File: src/rtl/mem_port_arbiter.sv
`default_nettype none
// ============================================================================
// Module      : mem_port_arbiter
// Description : Shares one single-port, variable-latency memory between the
//               instruction-fetch port (requester 0) and the load/store data
//               port (requester 1). Each access is sequenced as grant, memory
//               wait and acknowledge. Features round-robin fairness, a
//               bus-timeout watchdog and a combinational CPU stall request.
// Revision    : 1.0 - initial release
// ============================================================================
module mem_port_arbiter #(
  parameter int AW      = 32,
  parameter int DW      = 32,
  parameter int TIMEOUT = 15
) (
  input  logic          clk_in,
  input  logic          reset,
  // instruction-fetch port (requester 0)
  input  logic          if_req,
  input  logic [AW-1:0] if_addr,
  output logic          if_ack,
  output logic [DW-1:0] if_rdata,
  output logic          if_err,
  // load/store data port (requester 1)
  input  logic          d_req,
  input  logic          d_we,
  input  logic [AW-1:0] d_addr,
  input  logic [DW-1:0] d_wdata,
  output logic          d_ack,
  output logic [DW-1:0] d_rdata,
  output logic          d_err,
  // memory side
  output logic          mem_en,
  output logic          mem_we,
  output logic [AW-1:0] mem_addr,
  output logic [DW-1:0] mem_wdata,
  input  logic [DW-1:0] mem_rdata,
  input  logic          mem_ready,
  // CPU stall request
  output logic          stall
);

  // Last BUSY cycle index (counter value) before the watchdog gives up.
  localparam logic [7:0] C_TMO_LAST = 8'(TIMEOUT - 1);

  typedef enum logic [1:0] {
    ST_IDLE = 2'd0,
    ST_BUSY = 2'd1,
    ST_DONE = 2'd2
  } state_t;

  state_t        state_q;
  logic          owner_q;       // 0 = fetch, 1 = data
  logic          last_grant_q;  // requester served most recently
  logic          we_q;
  logic [AW-1:0] addr_q;
  logic [DW-1:0] wdata_q;
  logic [7:0]    tmo_cnt_q;
  logic          mem_en_q;
  logic          if_ack_q;
  logic          if_err_q;
  logic          d_ack_q;
  logic          d_err_q;
  logic [DW-1:0] if_rdata_q;
  logic [DW-1:0] d_rdata_q;

  logic          grant_d;
  logic          owner_d;

  // Arbitration decision: single requester wins outright, contention
  // goes to whichever requester was not served last.
  always_comb begin
    grant_d = 1'b0;
    owner_d = 1'b0;
    if (if_req && d_req) begin
      grant_d = 1'b1;
      owner_d = ~last_grant_q;
    end else if (if_req) begin
      grant_d = 1'b1;
      owner_d = 1'b0;
    end else if (d_req) begin
      grant_d = 1'b1;
      owner_d = 1'b1;
    end
  end

  // Access sequencer: grant in IDLE, wait for ready or watchdog in BUSY,
  // pulse ack/err during the single DONE cycle.
  always_ff @(posedge clk_in or negedge reset) begin
    if (!reset) begin
      state_q      <= ST_IDLE;
      owner_q      <= 1'b0;
      last_grant_q <= 1'b1;
      we_q         <= 1'b0;
      addr_q       <= '0;
      wdata_q      <= '0;
      tmo_cnt_q    <= '0;
      mem_en_q     <= 1'b0;
      if_ack_q     <= 1'b0;
      if_err_q     <= 1'b0;
      d_ack_q      <= 1'b0;
      d_err_q      <= 1'b0;
      if_rdata_q   <= '0;
      d_rdata_q    <= '0;
    end else begin
      // completion flags are single-cycle pulses
      if_ack_q <= 1'b0;
      if_err_q <= 1'b0;
      d_ack_q  <= 1'b0;
      d_err_q  <= 1'b0;
      case (state_q)
        ST_IDLE: begin
          if (grant_d) begin
            owner_q      <= owner_d;
            last_grant_q <= owner_d;
            we_q         <= owner_d & d_we;
            addr_q       <= owner_d ? d_addr : if_addr;
            wdata_q      <= owner_d ? d_wdata : '0;
            tmo_cnt_q    <= '0;
            mem_en_q     <= 1'b1;
            state_q      <= ST_BUSY;
          end
        end
        ST_BUSY: begin
          if (mem_ready) begin
            // ready wins even on the cycle the watchdog would expire
            mem_en_q <= 1'b0;
            state_q  <= ST_DONE;
            if (owner_q) begin
              d_ack_q <= 1'b1;
              if (!we_q) begin
                d_rdata_q <= mem_rdata;
              end
            end else begin
              if_ack_q   <= 1'b1;
              if_rdata_q <= mem_rdata;
            end
          end else if (tmo_cnt_q == C_TMO_LAST) begin
            tmo_cnt_q <= tmo_cnt_q + 8'd1;
            mem_en_q  <= 1'b0;
            state_q   <= ST_DONE;
            if (owner_q) begin
              d_err_q <= 1'b1;
            end else begin
              if_err_q <= 1'b1;
            end
          end else begin
            tmo_cnt_q <= tmo_cnt_q + 8'd1;
          end
        end
        ST_DONE: begin
          state_q <= ST_IDLE;
        end
        default: begin
          mem_en_q <= 1'b0;
          state_q  <= ST_IDLE;
        end
      endcase
    end
  end

  assign mem_en    = mem_en_q;
  assign mem_we    = mem_en_q & we_q;
  assign mem_addr  = addr_q;
  assign mem_wdata = wdata_q;

  assign if_ack    = if_ack_q;
  assign if_err    = if_err_q;
  assign if_rdata  = if_rdata_q;
  assign d_ack     = d_ack_q;
  assign d_err     = d_err_q;
  assign d_rdata   = d_rdata_q;

  // A requester stalls the CPU until its completion pulse is seen.
  assign stall = (if_req & ~if_ack_q) | (d_req & ~d_ack_q);

endmodule
`default_nettype wire

File: config.mk
export PLATFORM = sky130hd
export DESIGN_NAME = mem_port_arbiter
export DESIGN_NICKNAME = d
export VERILOG_FILES = /design/src/rtl/mem_port_arbiter.sv
export SDC_FILE = /design/constraint.sdc
export NUM_CORES = 1
export LEC_CHECK = 0
export BUFFER_PORTS_ARGS = -buffer_cell sky130_fd_sc_hd__buf_2
export CORE_MARGIN = 2
export CORE_UTILIZATION = 52
export CTS_BUF_LIST = sky130_fd_sc_hd__clkbuf_8
export CTS_CLUSTER_DIAMETER = 100
export DETAILED_ROUTE_END_ITERATION = 8
export PLACE_DENSITY = 0.87
export SLEW_MARGIN = 10
export SYNTH_ARGS = -nofsm -noshare
export SYNTH_HDL_FRONTEND = slang
export SYNTH_SLANG_ARGS = --single-unit
File: constraint.sdc
create_clock -name clk_in -period 4.77 [get_ports clk_in]
set_input_delay 0.7155 -clock clk_in [delete_from_list [all_inputs] [get_ports clk_in]]
set_output_delay 0.7155 -clock clk_in [all_outputs]
set_load 0.02 [all_outputs]
# ---- Word-level counts from Yosys, hierarchy flattened
# Index checks and enable logic that the tools add are counted.
dict set report classes {
  addsub 1
  n_eq_ne 6
  muxes 30
  n_bitwise 11
  reduce_logical 9
}
# cell count
set ops {}
lappend ops {{two-way mux 32 bit} 2}
lappend ops {{two-way mux 1 bit} 20}
lappend ops {{two-way mux 8 bit} 2}
lappend ops {{case mux 8 bit (2 select lines)} 1}
lappend ops {{AND reduction 3 bit} 3}
lappend ops {{adder 8 x 1 -> 8 bit, second input constant} 1}
lappend ops {{== test 8 x 4 -> 1 bit, second input constant} 1}
lappend ops {{two-way mux 2 bit} 3}
lappend ops {{NOT 1 bit} 6}
lappend ops {{AND 1 bit} 4}
lappend ops {{!= test 2 bit, second input constant} 2}
lappend ops {{case mux 2 bit (2 select lines)} 1}
lappend ops {{AND reduction 2 bit} 2}
lappend ops {{AND reduction 4 bit} 1}
lappend ops {{!= test 3 bit, second input constant} 1}
lappend ops {{case mux 1 bit (3 select lines)} 1}
lappend ops {{== test 2 x 1 -> 1 bit, second input constant} 1}
lappend ops {{== test 2 bit, second input constant} 1}
lappend ops {{zero test 2 bit} 1}
lappend ops {{nonzero test 2 bit} 1}
lappend ops {{logical AND 1 bit} 1}
lappend ops {{bitwise OR 1 bit} 1}
dict set report word_totals {
  regBits 146
  inputBits 134
  wordCells 71
}

# ---- Logic depth before layout (Yosys ltp)
dict set report depth {
  ltp_word 5
  ltp_mapped 6
  depth_no_buf 6
}

# ---- Worst setup path after synthesis
# OpenSTA, ideal clock, no wires.
dict set report synth_timing {
  path_kind {input -> output}
  startpoint {input port if_req}
  endpoint {output port stall}
  arrival_ps 1121
  required_time_ps 4055
  slack_ps 2934
  path_stages 2
  path_buffers 0
  cell_sequence {inv_1 > o22ai_1}
}
dict set report synth_between {
  elab_chain_len 2
}
# element line_no
set synth_lines {}
lappend synth_lines {{from (decl)} 19} ;# input logic if_req,
lappend synth_lines {{AND 1 bit} 175} ;# assign stall = (if_req & ~if_ack_q) | (d_req & ~d_ack_q);
lappend synth_lines {{bitwise OR 1 bit} 175}
lappend synth_lines {{to (decl)} 40} ;# output logic stall
# No other way between the ends.

# ---- Worst setup path after layout
dict set report layout_timing {
  startpoint {input port if_req}
  endpoint {register addr_q[10], in the netlist mem_addr[10]}
}
dict set report layout_between {
  elab_chain_len 3
  word_cells_on_any_way 7
}
# element line_no
set layout_lines {}
lappend layout_lines {{two-way mux 1 bit / logical AND 1 bit (equally long branches)} {78, 75}}
lappend layout_lines {{two-way mux 1 bit} 75} ;# if (if_req && d_req) begin
lappend layout_lines {{two-way mux 32 bit / AND reduction 2 bit (equally long branches)} n/a}
lappend layout_lines {{to (signal assigned)} 117} ;# addr_q <= owner_d ? d_addr : if_addr;
lappend layout_lines {{to (decl)} 56} ;# logic [AW-1:0] addr_q;
# Parallel ways exist; a longest one is shown, timed or not.
# A chain may end at the register's enable or synchronous reset.

==> results.toml <==
[timing]
setup_violations = 0
layout_setup_ws_ps = 2650
max_slew.worst_pin.slew_ps = 1210
min_period_ps = 2120
maxSlewHeadroom_pct = 19.3
fmax_ghz = 0.471
final.setup.tns_ps = 0
slew_violations = 0
finClkSkew_ps = 10.2
whs_ps = 431
grt_setup_unrepaired = "no"
fin_crit_sh_pct = 44.5
hold_viol_final = 0

[detailed_routing]
vias = 4474
drt_iter0_drc = 201
routed_via_density = 5.29
wl_per_cell_um = 16.8
drtPass1Iterations = 5
drc_errors = 0
routed_wl_um = 14200
drtAntennaViolNets = 0

[synth]
synth_nets = 560
synth_area_mm2 = 0.00595
synth.area.top_cells = "dfrtp_1 61%, mux2_4 7.6%, mux2_2 6.4%"
synth_area_per_cell_um2 = 14.0
yosys.area.top_type_share_pct = 60.9
async_reset_ff_share_pct = 100
ys_ff_latch = 146
yosys_warnings = 0
synth_edf_count = 0
ys_dominant_reg_cell = "dfrtp_1"
ys_types = 40
synthCells = 424
synth.yosys.seq_area_share_pct = 61.4
synth_top_area_cell = "dfrtp_1"

[pwr]
p_int_w = 0.00318
p_per_area_mw_per_mm2 = 702
design_power_total_w = 0.00539
pwr-share-seq_pct = 39.8
switching_power_w = 0.00222
peakVddDrop_v = 0.000427
pwr-share-clk_pct = 15.3
swShare_pct = 41.1
comb_power_share_pct = 44.9
p_leak_nw = 4.02

[cells_and_area]
nNetsFinal = 826
synthToLayoutAreaGrowth_pct = 29.0
layout-drive-gt1-share_pct = 53.2
antenna_cells = 0
n_fill_cell = 851
postLayoutCoreUtil_pct = 68.2

[critical_path]
arrival_ps = 2400
crit_path_start_kind = "primary input"
cp-end-kind = "flop"
reg2reg_depth = 4
required_ps = 5050
critical_path_class = "primary input to flop"
critPathMaxFanout = 64

[placement]
post-dp-hpwl_um = 10400
port_buffers = 268
pre_cts_ws_ps = 2190
place.gp.congestion = 0.907

[grt]
grt_usage_pct = 23.5
grt_pass1_wl_um = 23000
grt_pass1_vias = 4661
grt_max_degree = 122
gr-total-overflow = 0
antenna_found_initial = 0

[clocking]
cts_tree = "built"
cts.clk_slew.worst_paths_ps = 80
clockRootBuffer = "clkbuf_8"
cts_resized = 0
insertion_delay_ps = 430
h-tree-depth = 4
cts_sinks = 146
clock_path_buffers = 2
numCtsBuffers = 17
cts_setup_buffers = 0
cts_hold_buf = 0

[run_status]
status = "completed"

[worst_hold_path]
min_path_type = "primary input to async pin"

[die]
die_y_um = 111
ios = 269
core_mm2 = 0.0113
start_util_pct = 52.8
rows = 39
die_w_um = 111
die_area_mm2 = 0.0123

[job]
maxCapViolCount = 0
[cell families after synthesis]
family | count (synthesis) | share of synthesized area (%)
xor+xnor | 3 | 0.441
fa+ha+maj | 2 | 0.420
mux | 96 | 19.4
buf+inv | 28 | 3.40
compound gates | 83 | 9.50
flops | 146 | 61.4
simple gates | 66 | 5.46
[power groups by stage]
stage	sequential (W)	clock (W)	combinational [W]
4_1_cts	0.00215	0.000848	0.00244
3_5_place_dp	0.00215	0	0.00244
3_3_place_gp	0.00213	0	0.00235
2_1_floorplan	0.00280	0	0.000958
5_1_grt	0.00221	0.000908	0.00259
6_report	0.00215	0.000827	0.00242
[final timing paths]
kind / to / startpoint / slack [ps]
setup reg to reg: if_rdata[8] / state_q[0] / 2700
hold / removal: d_rdata[10] / reset / 430
max in group asynchronous: last_grant_q / reset / 3300
min in group clk_in: mem_addr[2] / mem_addr[2] / 480
setup / recovery: mem_addr[10] / if_req / 2650
hold reg to reg: mem_addr[2] / mem_addr[2] / 480
[per-stage QoR]
step / cells / cell area [um2]
global placement: 814 / 7340
finish: 846 / 7680
floorplan: 424 / 5950
CTS: 846 / 7680
global route: 846 / 7680
detailed placement: 814 / 7340
[layer usage]
layer	track usage [%]	wire, um
met1	27.5	5490
met2	41.7	7380
met3	5.85	1040
met4	9.42	302
met5	0	0
[state kept, by name (all words and copies together) (netlist names)]
| register | count |
|---|---|
| mem_wdata | 32 |
| owner_q | 1 |
| state_q | 2 |
| if_err | 1 |
| d_err | 1 |
| if_ack | 1 |
| mem_addr | 32 |
| d_rdata | 32 |
| we_q | 1 |
| tmo_cnt_q | 8 |
| if_rdata | 32 |
| last_grant_q | 1 |
| mem_en | 1 |
| d_ack | 1 |
[cell type report]
| class | count | area, um2 | area share, % |
|---|---|---|---|
| Clock buffer | 18 | 248 | 3.22 |
| Clock inverter | 14 | 92.6 | 1.21 |
| Inverter | 3 | 11.3 | 0.147 |
| Multi-Input combinational cell | 250 | 2120 | 27.6 |
| Sequential cell | 146 | 3650 | 47.6 |
| Tap cell | 143 | 179 | 2.33 |
| Timing Repair Buffer | 272 | 1380 | 17.9 |
[synth_stat cells, drive strengths merged, types with 3 or more instances]
| library cell | number |
|---|---|
| dfrtp | 145 |
| buf | 20 |
| nand2 | 40 |
| o21ai | 38 |
| and3 | 3 |
| a21o | 3 |
| inv | 3 |
| clkbuf | 5 |
| nor2 | 6 |
| xor2 | 3 |
| mux2i | 32 |
| mux2 | 64 |
| a21oi | 3 |
| nand3 | 4 |
| a22o | 33 |
[worst max-delay path: stages]
cell and delay, ps:
buf_2 140, o21ai_4 750, buf_4 570, o21ai_0 200
[cells in the final DEF (no fill, tap or decap), types with 2 or more instances in the layout]
master,count
a21o_1,3
a21oi_1,2
a22o_1,33
and2_1,2
and3_1,2
buf_2,267
buf_4,4
clkbuf_8,18
clkinv_2,4
clkinv_4,3
clkinvlp_4,4
dfrtp_1,145
ha_1,2
inv_1,5
mux2_2,34
mux2_4,30
mux2i_1,32
nand2_1,40
nand3_1,4
nor2_1,5
nor2b_4,2
o211ai_1,2
o21ai_0,37
xor2_1,3
(Power assumes the default switching activity.)
